File: src/rtl/uart_cmd_pkg.sv
`default_nettype none
// ============================================================================
// Module      : uart_cmd_pkg
// Description : Shared constants and types for the UART command TX/RX pair.
// Revision    : 1.0 - initial release
// ============================================================================
package uart_cmd_pkg;

    localparam logic [7:0] SYNC_BYTE   = 8'h21;
    localparam logic [7:0] ID_MGU      = 8'h4D;
    localparam logic [7:0] ID_GNU      = 8'h47;
    localparam int         FRAME_BYTES = 4;

    typedef enum logic [1:0] {
        FR_IDLE = 2'd0,
        FR_SEND = 2'd1,
        FR_DONE = 2'd2
    } frame_state_t;

    // Payload bytes travel as printable characters; the add wraps at 8 bits.
    function automatic logic [7:0] ascii_encode(input logic [7:0] i_b, input logic [7:0] i_off);
        return i_b + i_off;
    endfunction

endpackage
`default_nettype wire

File: src/rtl/uart_tx_byte.sv
`default_nettype none
// ============================================================================
// Module      : uart_tx_byte
// Description : 8N1 byte serializer; accepts a new byte in its last stop cycle
//               so consecutive bytes leave with no idle gap.
// Revision    : 1.0 - initial release
// ============================================================================
module uart_tx_byte #(
    parameter int CLKS_PER_BIT = 434
) (
    input  logic       clk,
    input  logic       rst,
    input  logic       i_tx_dv,
    input  logic [7:0] i_byte,
    output logic       o_tx_serial,
    output logic       o_active,
    output logic       o_done
);

    localparam int              c_cw       = (CLKS_PER_BIT > 1) ? $clog2(CLKS_PER_BIT) : 1;
    localparam logic [c_cw-1:0] c_cnt_last = c_cw'(CLKS_PER_BIT - 1);

    localparam logic [1:0] c_st_idle  = 2'd0;
    localparam logic [1:0] c_st_start = 2'd1;
    localparam logic [1:0] c_st_data  = 2'd2;
    localparam logic [1:0] c_st_stop  = 2'd3;

    logic [1:0]      r_state;
    logic [c_cw-1:0] r_cnt;
    logic [2:0]      r_bit_idx;
    logic [7:0]      r_shift;
    logic            r_tx;
    logic            w_bit_end;

    assign w_bit_end   = (r_cnt == c_cnt_last);
    assign o_tx_serial = r_tx;
    assign o_active    = (r_state != c_st_idle);
    assign o_done      = (r_state == c_st_stop) && w_bit_end;

    always_ff @(posedge clk) begin
        if (rst) begin
            r_state   <= c_st_idle;
            r_cnt     <= '0;
            r_bit_idx <= 3'd0;
            r_shift   <= 8'd0;
            r_tx      <= 1'b1;
        end else begin
            case (r_state)
                c_st_idle: begin
                    r_tx  <= 1'b1;
                    r_cnt <= '0;
                    if (i_tx_dv) begin
                        r_shift <= i_byte;
                        r_tx    <= 1'b0;
                        r_state <= c_st_start;
                    end
                end
                c_st_start: begin
                    if (w_bit_end) begin
                        r_cnt     <= '0;
                        r_bit_idx <= 3'd0;
                        r_tx      <= r_shift[0];
                        r_state   <= c_st_data;
                    end else begin
                        r_cnt <= r_cnt + 1'b1;
                    end
                end
                c_st_data: begin
                    if (w_bit_end) begin
                        r_cnt <= '0;
                        if (r_bit_idx == 3'd7) begin
                            r_tx    <= 1'b1;
                            r_state <= c_st_stop;
                        end else begin
                            r_bit_idx <= r_bit_idx + 3'd1;
                            r_shift   <= {1'b0, r_shift[7:1]};
                            r_tx      <= r_shift[1];
                        end
                    end else begin
                        r_cnt <= r_cnt + 1'b1;
                    end
                end
                default: begin
                    if (w_bit_end) begin
                        r_cnt <= '0;
                        if (i_tx_dv) begin
                            r_shift <= i_byte;
                            r_tx    <= 1'b0;
                            r_state <= c_st_start;
                        end else begin
                            r_state <= c_st_idle;
                        end
                    end else begin
                        r_cnt <= r_cnt + 1'b1;
                    end
                end
            endcase
        end
    end

endmodule
`default_nettype wire

File: src/rtl/uart_cmd_tx.sv
`default_nettype none
// ============================================================================
// Module      : uart_cmd_tx
// Description : Command-frame UART transmitter: sync, ID, two offset payload bytes.
// Revision    : 1.0 - initial release
// ============================================================================
module uart_cmd_tx
    import uart_cmd_pkg::*;
#(
    parameter int         CLKS_PER_BIT = 434,
    parameter logic [7:0] ASCII_OFFSET = 8'h30
) (
    input  logic        clk,
    input  logic        rst,
    input  logic        cmd_valid,
    output logic        cmd_ready,
    input  logic [7:0]  cmd_id,
    input  logic [15:0] cmd_data,
    output logic        tx_serial,
    output logic        busy,
    output logic        frame_done
);

    localparam logic [1:0] c_last_idx = 2'(FRAME_BYTES - 1);

    frame_state_t r_state;
    logic [1:0]   r_idx;
    logic [7:0]   r_id;
    logic [15:0]  r_data;

    logic         w_accept;
    logic         w_tx_dv;
    logic [1:0]   w_next_idx;
    logic [7:0]   w_byte;
    logic         w_ser_active;
    logic         w_ser_done;

    assign cmd_ready  = (r_state == FR_IDLE) && !rst;
    assign w_accept   = cmd_valid && cmd_ready;
    assign busy       = (r_state != FR_IDLE) || w_ser_active;
    assign frame_done = (r_state == FR_DONE);

    // The first byte is a constant, so it can be launched in the acceptance
    // cycle itself before the command registers are loaded.
    assign w_tx_dv    = w_accept || ((r_state == FR_SEND) && w_ser_done && (r_idx != c_last_idx));
    assign w_next_idx = w_accept ? 2'd0 : r_idx + 2'd1;

    always_comb begin
        w_byte = SYNC_BYTE;
        case (w_next_idx)
            2'd1:    w_byte = r_id;
            2'd2:    w_byte = ascii_encode(r_data[15:8], ASCII_OFFSET);
            2'd3:    w_byte = ascii_encode(r_data[7:0], ASCII_OFFSET);
            default: w_byte = SYNC_BYTE;
        endcase
    end

    always_ff @(posedge clk) begin
        if (rst) begin
            r_state <= FR_IDLE;
            r_idx   <= 2'd0;
            r_id    <= 8'd0;
            r_data  <= 16'd0;
        end else begin
            case (r_state)
                FR_IDLE: begin
                    if (w_accept) begin
                        r_id    <= cmd_id;
                        r_data  <= cmd_data;
                        r_idx   <= 2'd0;
                        r_state <= FR_SEND;
                    end
                end
                FR_SEND: begin
                    if (w_ser_done) begin
                        if (r_idx == c_last_idx) begin
                            r_state <= FR_DONE;
                        end else begin
                            r_idx <= r_idx + 2'd1;
                        end
                    end
                end
                default: r_state <= FR_IDLE;
            endcase
        end
    end

    uart_tx_byte #(
        .CLKS_PER_BIT (CLKS_PER_BIT)
    ) u_tx_byte (
        .clk         (clk),
        .rst         (rst),
        .i_tx_dv     (w_tx_dv),
        .i_byte      (w_byte),
        .o_tx_serial (tx_serial),
        .o_active    (w_ser_active),
        .o_done      (w_ser_done)
    );

endmodule
`default_nettype wire

File: config.mk
export PLATFORM = sky130hd
export DESIGN_NAME = uart_cmd_tx
export DESIGN_NICKNAME = d
export VERILOG_FILES = /design/src/rtl/uart_cmd_pkg.sv /design/src/rtl/uart_tx_byte.sv /design/src/rtl/uart_cmd_tx.sv
export SDC_FILE = /design/constraint.sdc
export NUM_CORES = 1
export LEC_CHECK = 0
export BUFFER_PORTS_ARGS = -buffer_cell sky130_fd_sc_hd__clkbuf_2
export CORE_MARGIN = 1.5
export CORE_UTILIZATION = 45
export DETAILED_ROUTE_END_ITERATION = 6
export GPL_ROUTABILITY_DRIVEN = 0
export PLACE_DENSITY = 0.64
export SKIP_LAST_GASP = 1
export SLEW_MARGIN = 5
export SYNTH_ARGS = -nofsm -noshare
export SYNTH_HDL_FRONTEND = slang
export SYNTH_SLANG_ARGS = --single-unit
File: constraint.sdc
create_clock -name clk -period 5.1 [get_ports clk]
set_input_delay 1.02 -clock clk [delete_from_list [all_inputs] [get_ports clk]]
set_output_delay 1.02 -clock clk [all_outputs]
set_load 0.01 [all_outputs]
=== Word level (Yosys, flattened, before mapping) ===
Cells that the tools add are included.

* Flip-flop bits (word level): 51
* Latch bits: 0
* Bits in writable memories: 0
* ROM bits: 0
* Output and inout port bits: 4
* Logic and storage cells: 93
* Memories: 0

* Add/sub/neg operators: 5
* Multipliers: 0
* Divide/modulo/power cells: 0
* Magnitude comparators: 0
* Equal/unequal tests: 21
* Shift-type cells: 0
* Muxes and demuxes: 33
* Bitwise operators: 1
* Reductions and logical operators: 24

{| class="wikitable"
|+ Operators by type and width
! operator !! number
|-
| $pmux W8 S3 || 2
|-
| $mux W8 || 4
|-
| $mux W2 || 12
|-
| $add A8 B6 Y8 const B || 2
|-
| $reduce_and A4 Y1 || 4
|-
| $eq A2 B2 Y1 const B || 6
|-
| $ne A2 B1 Y1 const B || 5
|-
| $ne A2 B2 Y1 const B || 5
|-
| $reduce_bool A2 Y1 || 5
|-
| $add A9 B1 Y9 const B || 1
|-
| $eq A9 B9 Y1 const B || 1
|-
| $mux W3 || 3
|-
| $pmux W2 S2 || 2
|-
| $mux W1 || 7
|-
| $eq A2 B1 Y1 const B || 3
|-
| $pmux W2 S3 || 1
|-
| $pmux W3 S2 || 1
|-
| $logic_and A1 B1 Y1 || 5
|-
| $reduce_and A5 Y1 || 1
|-
| $logic_not A2 Y1 || 2
|-
| $reduce_bool A4 Y1 || 1
|-
| $add A3 B1 Y3 const B || 1
|-
| $eq A3 B3 Y1 const B || 1
|-
| $pmux W1 S3 || 1
|-
| 7 further kinds || 8
|}

=== Longest topological paths before layout ===
Gate-level depths: netlist of the first run.

* Depth after elaboration: 9
* Gate-level depth with buffers: 11
* Depth with buffers taken out: 9

=== Modules after synthesis ===
From an unflattened synthesis of the first run, not the netlist that was laid out.

* Cells, all modules: 311
* Area, all modules: 2,710.1 um^2

{| class="wikitable"
|+ Modules (own cells, without submodules)
! module !! times used !! cells an instance !! area an instance (um^2)
|-
| uart_cmd_tx || 1 || 177 || 1,443.9
|-
| uart_tx_byte || 1 || 134 || 1,266.2
|}

=== Least setup slack after synthesis of the first run ===
OpenSTA, ideal clock, no wires.

* Kind: in2reg
* From: in rst
* To: reg u_tx_byte.r_shift[6]
* Arrival time: 2.533 ns
* Data required time: 4.976 ns
* Setup slack: 2.444 ns
* Stages on the path: 9
* Path buffers: 1
* Cell sequence: clkbuf_8 > nor4b_4 > nor3b_1 > mux2i_1 > ha_1 > xor2_1 > a22o_1 > a22oi_1 > a21oi_1

* Cells in the longest elaborated chain, start to end: 9

{| class="wikitable"
|+ RTL lines
! element !! line !! text
|-
| start, declared || uart_cmd_tx.sv:14 || <nowiki>input logic rst,</nowiki>
|-
| $logic_not A1 Y1 || uart_cmd_tx.sv:38 || <nowiki>assign cmd_ready = (r_state == FR_IDLE) && !rst;</nowiki>
|-
| $logic_and A1 B1 Y1 || uart_cmd_tx.sv:38 ||
|-
| $logic_and A1 B1 Y1 || uart_cmd_tx.sv:39 || <nowiki>assign w_accept = cmd_valid && cmd_ready;</nowiki>
|-
| $mux W2 || uart_cmd_tx.sv:46 || <nowiki>assign w_next_idx = w_accept ? 2'd0 : r_idx + 2'd1;</nowiki>
|-
| $eq A2 B2 Y1 or $eq A2 B1 Y1 (tied branches) || uart_cmd_tx.sv:50 || <nowiki>case (w_next_idx)</nowiki>
|-
| $pmux W8 S3 || uart_cmd_tx.sv:50 ||
|-
| $mux W8 || uart_tx_byte.sv:52, uart_tx_byte.sv:86 ||
|-
| $mux W8 || uart_tx_byte.sv:84 || <nowiki>if (w_bit_end) begin</nowiki>
|-
| $pmux W8 S3 || uart_tx_byte.sv:48 || <nowiki>case (r_state)</nowiki>
|-
| end signal, assigned || uart_tx_byte.sv:53 || <nowiki>r_shift <= i_byte;</nowiki>
|-
| end signal, assigned || uart_tx_byte.sv:76 || <nowiki>r_shift <= {1'b0, r_shift[7:1]};</nowiki>
|-
| end signal, assigned || uart_tx_byte.sv:87 || <nowiki>r_shift <= i_byte;</nowiki>
|-
| end, declared || uart_tx_byte.sv:31 || <nowiki>logic [7:0] r_shift;</nowiki>
|}

Several ways; a longest one is shown, not always the timed one. The select of a mux whose other input is x is not followed.
A chain may end at the register's enable or synchronous reset.

=== Worst setup path after layout of the first run ===
Ends and elaborated chain as after synthesis.

==> results_dict.tcl, run 1 <==
set metrics [dict create \
    status "finished clean" \
    initial_core_util_pct 47.3 \
    grt_start_max_net_pins 53 \
    stdcell_area_um2 2870 \
    rsz0062_at_grt "false" \
    synth-seq-cells 51 \
    cts_setup_buffers 0 \
    dp_hpwl_mm 3.72 \
    fp-row-count 27 \
    dieWidth_um 79.5 \
    grtUsageTotal_pct 18.3 \
    antenna_found_initial 0 \
    hold-worst-slack_ns 0.463 \
    placed_cell_area_um2 2770 \
    die_h_um 79.5 \
    synth_compound_area_share_pct 16.7 \
    synth.largest_area_cell "dfxtp_1" \
    worst-setup-path-type "in2reg" \
    io_buffers 30 \
    totalWireLength_mm 5.39 \
    cts_tree "yes" \
    post-route-drc-count 0 \
    netlist_area_um2 2630 \
    synth.net_count 357 \
    p_leak_nw 1.12 \
    r2r_cells 9 \
    synth_seq_area_share_pct 38.8 \
    globalRoute.totalOverflow 0 \
    synth-simple-area-share_pct 27.4 \
    h-tree-depth 2 \
    min_path_type "reg2reg" \
    ir_drop_uv 180 \
    pin_count 31 \
    synth_top_family_by_area "simple AND/OR/NAND/NOR gates" \
    vias 2184 \
    synth-edff-count 0 \
    clock_latency_ns 0.31 \
    fin_crit_ns 2.96 \
    synth_top_area_share_pct 38.8 \
    synthXorXnorAreaFrac_pct 3.33 \
    setup_viol 0 \
    drtIter0Drc 116 \
    antennaDiodeCount 0 \
    hold_viol 0 \
    cp.required_ns 5.30 \
    timing.fmax_ghz 0.337 \
    clock_path_buffers 2 \
    total_power_w 0.000939 \
    first_global_vias 1976 \
    async_flop_share_pct 0 \
    cts_hold_buffers 0 \
    ant_nets 0 \
    finClkSkew_ns 0.0105 \
    worstSetupStartpointType "input pin" \
    tightest_slew_ns 0.726 \
    cts_buffers 5 \
    hold_path_depth 2 \
    setup_tns_ns 0 \
    drive_gt1_share_pct 15.3 \
    area_delta_synth_final_pct 9.12 \
    wl_per_cell_um 13.1 \
    vias_per_cell 5.31 \
    finalMaxSlewViolations 0 \
    drt-pass1-iter-count 4 \
    cts_sinks 51 \
    synth.distinct_cells 52 \
    core_area_um2 5570 \
    synth-warning-count 0 \
    relSlewSlack_pct 51.3 \
    arrival_ns 3.16 \
    grt_first_pass_wirelength_mm 9.22 \
    cp-end-kind "flop" \
    synth_cells 319 \
    yosysMostFrequentCell "nand2_1" \
    synth_area_leaders "dfxtp_1, nand2_1, o21ai_0" \
    synthTopCellsByCount "nand2_1, dfxtp_1, o21ai_0" \
    synthMuxAreaShare_pct 3.47 \
    cts.clk_slew.worst_paths_ns 0.09 \
    die_area_um2 6320 \
    crit_fanout 52 \
    cts_resized 0 \
    avgSynthCellArea_um2 8.26 \
    ys.flop_type "dfxtp_1" \
    synthAdderAreaFrac_pct 5.23 \
    powerDensity_nw_per_um2 327 \
    final_net_count 377 \
    clockRootBuffer "clkbuf_8" \
    min_period_over_period_pct 58.1 \
    maxCapViolCount 0 \
]
[registers in the layout, indices dropped and copies added, names as in the netlist]
| signal | cells |
|---|---|
| r_idx | 2 |
| u_tx_byte.r_state | 2 |
| u_tx_byte.r_shift | 8 |
| r_data | 16 |
| r_id | 8 |
| r_state | 2 |
| u_tx_byte.r_bit_idx | 3 |
| u_tx_byte.o_tx_serial | 1 |
| u_tx_byte.r_cnt | 9 |
[final timing paths]
check	to	from	slack [ns]
max	u_tx_byte.r_shift[6]$_SDFFE_PP0P_	rst	2.14
min	r_id[7]$_SDFFE_PP0P_	r_id[7]$_SDFFE_PP0P_	0.46
max reg2reg	u_tx_byte.r_shift[5]$_SDFFE_PP0P_	r_idx[0]$_SDFFE_PP0P_	2.21
min reg2reg	r_id[7]$_SDFFE_PP0P_	r_id[7]$_SDFFE_PP0P_	0.46
[kinds of logic after synthesis]
family | after synthesis
fa+ha+maj | 11
buf+inv | 24
xor+xnor | 10
flops | 51
simple gates | 142
mux | 9
compound gates | 72
[per-stage QoR]
step	utilization, %	worst slack [ns]	cells
global route	51.6	1.85	411
CTS	51.6	2.15	411
floorplan	-	2.44	319
finish	51.6	2.14	411
detailed placement	49.7	1.81	404
global placement	49.7	1.85	404
[layout by cell type, fill, tap and decap left out, types with 2 or more instances in the layout]
cell      count
a211oi_1      2
xor2_1        8
a21oi_1      11
ha_1         11
inv_1         5
o21ai_0      41
nand2_1      65
clkbuf_2     30
clkbuf_8      5
o31ai_1       2
nand3_1      13
nand3b_1      2
dfxtp_1      51
o221ai_1      2
xnor2_1       2
nor3_1       10
a22oi_1       3
a222oi_1      3
and3_1        4
nor2b_1       3
nor2_1       25
and2_1        2
nand4_1       2
mux2i_1       8
[routing by layer]
| layer | share of wire [%] | vias to the layer above | global-route usage (%) |
|---|---|---|---|
| li1 | - | 1147 | - |
| met1 | 48 | 975 | 25.2 |
| met2 | 47 | 56 | 29.1 |
| met3 | 4.7 | 6 | 3.43 |
| met4 | 1.1 | 0 | 5.26 |
| met5 | 0 | - | 0 |
[area by class of cell]
| type | instances | area [um^2] |
|---|---|---|
| Multi-Input combinational cell | 244 | 1480 |
| Timing Repair Buffer | 31 | 158 |
| Clock buffer | 5 | 68.8 |
| Sequential cell | 51 | 1020 |
| Tap cell | 72 | 90.1 |
| Fill cell | 570 | 2700 |
| Inverter | 6 | 22.5 |
| Clock inverter | 2 | 37.5 |
[power by group]
part	internal (W)	total [W]	switching [W]	leakage [nW]
Clock	0.000144	0.000280	0.000136	0.0502
Combinational	0.0000833	0.000199	0.000116	0.652
Sequential	0.000433	0.000460	0.0000274	0.417
Total	0.000660	0.000939	0.000279	1.12
[worst max-delay path: stages]
cell and delay [ns]:
clkbuf_2 0.28, nor4b_4 0.28, buf_4 0.42, nor3b_1 0.15, mux2i_1 0.16, ha_1 0.22
xor2_1 0.16, a22o_1 0.23, a22oi_1 0.13, a21oi_1 0.08
Power figures use the tool's default switching activity.
==> run 2: changes to the inputs <==
==> constraint.sdc (replaced) <==
create_clock -name clk -period 2.8 [get_ports clk]
set_input_delay 0.56 -clock clk [delete_from_list [all_inputs] [get_ports clk]]
set_output_delay 0.56 -clock clk [all_outputs]
set_load 0.01 [all_outputs]
==> run 2 against run 1 <==
  * Sequential power is 82% higher
  * Sequential share of layout area down 0.41 points
  * Cell area increased by 1.2%
==> results_dict.tcl, run 2 (synthesized netlist as in run 1, its figures left out) <==
set metrics [dict create \
    p_leak_nw 1.15 \
    setup_tns_ns 0 \
    final_cell_mix "nand2_1, dfxtp_1, o21ai_0, clkbuf_2, nor2_1" \
    die_area_um2 6320 \
    fp-row-count 27 \
    h-tree-depth 2 \
    worstSetupStartpointType "flop" \
    wl_per_cell_um 12.9 \
    antenna_found_initial 0 \
    top_regs "r_data x16, u_tx_byte.r_cnt x9" \
    r2r_end "u_tx_byte.r_shift[2]$_SDFFE_PP0P_" \
    core_area_um2 5570 \
    drive_gt1_share_pct 16.3 \
    cp-endpoint "busy" \
    grt_start_max_net_pins 52 \
    dieWidth_um 79.5 \
    hold_viol 0 \
    initial_core_util_pct 47.3 \
    dpl_worst_slack_ns 0.472 \
    placedCellCount 409 \
    area_delta_synth_final_pct 10.4 \
    drtIter0Drc 178 \
    timing.fmax_ghz 0.448 \
    crit_fanout 6 \
    crit_start "u_tx_byte.r_state[1]$_SDFFE_PP0P_" \
    grt_first_pass_wirelength_mm 9.59 \
    grtUsageTotal_pct 18.9 \
    vias 2244 \
    final_net_count 382 \
    cts_hold_buffers 0 \
    min_period_over_period_pct 79.7 \
    hold_path_depth 3 \
    arrival_ns 1.67 \
    pin_count 31 \
    cts_setup_buffers 0 \
    maxCapViolCount 0 \
    cp-end-kind "output port" \
    final_cells 416 \
    ir_drop_uv 303 \
    finalMaxSlewViolations 0 \
    setup_viol 0 \
    r2r_cells 7 \
    worst-setup-path-type "reg2out" \
    cts_buffers 5 \
    fill_cells 578 \
    clock_latency_ns 0.30 \
    r2r-start "u_tx_byte.r_state[1]$_SDFFE_PP0P_" \
    fin_ws_ns 0.568 \
    clockRootBuffer "clkbuf_8" \
    tightest_slew_ns 0.628 \
    finClkSkew_ns 0.00829 \
    rsz0062_at_grt "false" \
    cp.required_ns 2.24 \
    dp_hpwl_mm 3.91 \
    relSlewSlack_pct 57.8 \
    ff2ff_setup_slack_ns 0.60 \
    first_global_vias 2187 \
    largest_register_ffs 16 \
    antennaDiodeCount 0 \
    ant_nets 0 \
    powerDensity_nw_per_um2 586 \
    vias_per_cell 5.39 \
    cts_sinks 51 \
    hold-worst-slack_ns 0.445 \
    globalRoute.totalOverflow 0 \
    regMostFlops "r_data" \
    status "finished clean" \
    fin_util_pct 52.2 \
    die_h_um 79.5 \
    min_path_type "in2reg" \
    drt-pass1-iter-count 4 \
    totalWireLength_mm 5.38 \
    cts_resized 0 \
    clock_path_buffers 2 \
    io_buffers 30 \
    post-route-drc-count 0 \
    cts.clk_slew.worst_paths_ns 0.09 \
    cts_tree "yes" \
    final_common_cell "nand2_1" \
    fin_crit_ns 2.23 \
]
## run 2: changes by cell type in the layout (fill, tap and decap cells not counted)
cell,previous run,this run
clkbuf_1,0,1
buf_4,1,6
clkinvlp_4,1,0
## run 2: per-layer routing
layer / vias to the layer above / GRT usage [%] / wire length (um)
met5: - / 0 / 0
met4: 0 / 7.54 / 146
met3: 16 / 3.31 / 165
met2: 49 / 31.9 / 2570
met1: 1024 / 23.8 / 2500
li1: 1155 / - / -
## run 2: per-stage QoR
stage,power [W],area (um^2)
floorplan,0.00114,2630
global placement,0.00122,2810
detailed placement,0.00123,2810
CTS,0.00172,2910
global route,0.00181,2910
finish,0.00170,2910
## run 2: worst min-delay path by stage
stage / start / endpoint / slack [ns]
floorplan: r_data[8]$_SDFFE_PP0P_ / r_data[8]$_SDFFE_PP0P_ / 0.43
global placement: r_data[8]$_SDFFE_PP0P_ / r_data[8]$_SDFFE_PP0P_ / 0.44
detailed placement: r_data[0]$_SDFFE_PP0P_ / r_data[0]$_SDFFE_PP0P_ / 0.45
CTS: cmd_data[11] / r_data[11]$_SDFFE_PP0P_ / 0.44
global route: cmd_id[1] / r_id[1]$_SDFFE_PP0P_ / 0.46
finish: cmd_id[7] / r_id[7]$_SDFFE_PP0P_ / 0.45
## run 2: area by class of cell
class	instances	area, um^2	area share, %
Multi-Input combinational cell	244	1480	50.8
Sequential cell	51	1020	35.1
Timing Repair Buffer	36	195	6.71
Tap cell	72	90.1	3.10
Clock buffer	6	72.6	2.50
Clock inverter	1	30.0	1.03
Inverter	6	22.5	0.775
## run 2: where the power goes
group / internal [W] / leakage [nW] / switching (W)
Sequential: 0.000788 / 0.417 / 0.0000499
Clock: 0.000262 / 0.0513 / 0.000232
Combinational: 0.000156 / 0.678 / 0.000215
## run 2: worst max-delay path, cell delays in order, from the launching register on
cell      delay [ns]
dfxtp_1         0.36
inv_1           0.09
ha_1            0.25
inv_1           0.11
or3_2           0.41
clkbuf_2        0.14
==> run 3: changes to the inputs <==
==> constraint.sdc (replaced) <==
create_clock -name clk -period 2.21 [get_ports clk]
set_input_delay 0.442 -clock clk [delete_from_list [all_inputs] [get_ports clk]]
set_output_delay 0.442 -clock clk [all_outputs]
set_load 0.01 [all_outputs]
==> run 3 against run 2 <==
  * Register-to-register slack got worse by 0.44 ns
  * Sequential power rose by 26%
  * Count of clock-buffer cells in the layout rose by 2
  * Total power rose by 25%
  * Final cell count rose by 1.2%
  * Sequential cell count did not move
  * Sequential share of layout area fell by 0.49 points
  * Global-route usage fell by 0.12 points
  * Via count fell by 0.89%
  * Die area did not move
  * Core utilization rose by 0.74 points
  * Combinational power rose by 29%
==> results_dict.tcl, run 3 (synthesized netlist as in run 1, its figures left out) <==
set metrics [dict create \
    antennaDiodeCount 0 \
    cts_setup_buffers 0 \
    largest_register_ffs 16 \
    timing.fmax_ghz 0.481 \
    seqCellArea_um2 1020 \
    fin_util_pct 52.9 \
    crit_start "u_tx_byte.r_state[0]$_SDFFE_PP0P_" \
    setup_tns_ns 0 \
    area_delta_synth_final_pct 12.0 \
    ant_nets 0 \
    routed.top_layer "met4" \
    switchingPower_w 0.000637 \
    grtUsageTotal_pct 18.8 \
    cts_tree "yes" \
    fill_cells 562 \
    fin_ws_ns 0.130 \
    die_area_um2 6320 \
    drtIter0Drc 97 \
    worst-setup-path-type "reg2out" \
    ir_drop_uv 376 \
    r2r-start "u_tx_byte.r_state[0]$_SDFFE_PP0P_" \
    relSlewSlack_pct 71.7 \
    worstSetupStartpointType "flop" \
    die_h_um 79.5 \
    clockRootBuffer "clkbuf_8" \
    antenna_found_initial 0 \
    hp-start "cmd_data[11]" \
    fp-row-count 27 \
    final_cell_mix "nand2_1, dfxtp_1, o21ai_0, clkbuf_2, nor2_1" \
    tightest_slew_ns 0.425 \
    dp_hpwl_mm 3.87 \
    internal_power_w 0.00149 \
    finalMaxSlewViolations 0 \
    clock_latency_ns 0.31 \
    cts.clk_slew.worst_paths_ns 0.09 \
    initial_core_util_pct 47.3 \
    post-route-drc-count 0 \
    grt_first_pass_wirelength_mm 9.44 \
    seqPwrFrac_pct 49.8 \
    min_path_type "in2reg" \
    rsz0062_at_grt "false" \
    totalWireLength_mm 5.45 \
    fin_crit_ns 2.08 \
    vias 2224 \
    drt-pass1-iter-count 5 \
    final_common_cell "nand2_1" \
    regMostFlops "r_data" \
    cts_buffers 5 \
    top_regs "r_data x16, u_tx_byte.r_cnt x9" \
    wl_met3_um 183 \
    powerDensity_nw_per_um2 721 \
    arrival_ns 1.64 \
    cp.required_ns 1.77 \
    dieWidth_um 79.5 \
    vias_per_cell 5.28 \
    h-tree-depth 2 \
    finClkSkew_ns 0.0104 \
    stdcell_area_um2 2950 \
    dpl_worst_slack_ns 0.135 \
    setup_viol 0 \
    grt_start_max_net_pins 52 \
    crit_fanout 6 \
    wl_per_cell_um 12.9 \
    placed_cell_area_um2 2850 \
    pin_count 31 \
    io_buffers 30 \
    swShare_pct 29.9 \
    p_clk_share_pct 27.6 \
    multiInputGateArea_um2 1490 \
    wl_met1_mm 2.61 \
    wl_met2_mm 2.58 \
    drive_gt1_share_pct 18.1 \
    core_area_um2 5570 \
    p_leak_nw 1.17 \
    final_net_count 386 \
    maxCapViolCount 0 \
    status "finished clean" \
    hold_viol 0 \
    min_period_over_period_pct 94.1 \
    globalRoute.totalOverflow 0 \
    clock_path_buffers 2 \
    cts_sinks 51 \
    cp-end-kind "output port" \
    first_global_vias 2120 \
    pwr-share-comb_pct 22.6 \
]
## run 3: cell types whose count changed in the layout (fill, tap and decap cells not counted), sizes merged
cell | previous run | this run
buf | 6 | 10
bufinv | 1 | 0
clkbuf | 36 | 38
## run 3: layout make-up
| cell class | instances | share of cell area, % |
|---|---|---|
| Tap cell | 72 | 3.05 |
| Timing Repair Buffer | 40 | 7.64 |
| Clock buffer | 8 | 3.39 |
| Inverter | 6 | 0.764 |
| Multi-Input combinational cell | 244 | 50.5 |
| Sequential cell | 51 | 34.6 |
## run 3: power groups by stage
stage	clock network (W)	logic [W]	registers, W
6_report	0.000587	0.000480	0.00106
5_1_grt	0.000643	0.000537	0.00107
4_1_cts	0.000606	0.000478	0.00106
3_5_place_dp	0	0.000477	0.00108
3_3_place_gp	0	0.000470	0.00108
2_1_floorplan	0	0.000371	0.00107
## run 3: worst paths after layout
kind / slack [ns] / end / cells past startpoint
worst min-delay path: 0.32 / r_data[11]$_SDFFE_PP0P_ / 3
worst min register to register: 0.46 / r_data[8]$_SDFFE_PP0P_ / 2
worst max register to register: 0.16 / u_tx_byte.r_shift[1]$_SDFFE_PP0P_ / 8
worst max-delay path: 0.13 / busy / 5
## run 3: worst max-delay path, cell delays in order (launching register included)
cell      delay (ns)
dfxtp_1         0.36
inv_1           0.10
ha_2            0.23
inv_1           0.09
or3_2           0.41
clkbuf_2        0.14
## run 3: stage by stage
stage / total power, W / std cells / hold slack, ns
finish: 0.00213 / 421 / 0.321
global route: 0.00225 / 421 / 0.325
floorplan: 0.00144 / 319 / 0.431
CTS: 0.00215 / 421 / 0.317
detailed placement: 0.00156 / 413 / 0.452
global placement: 0.00155 / 413 / 0.442
## run 3: layer usage
metal  vias to the layer above  track usage [%]
met4                         0             6.32
met5                         -                0
met1                      1002             23.3
met3                         9             3.89
li1                       1172                -
met2                        41             32.3
## run 3: timing repair
item	4_1_cts	5_1_grt
hold buffers	0	0
setup endpoints to repair	0	1
resized for setup	0	1
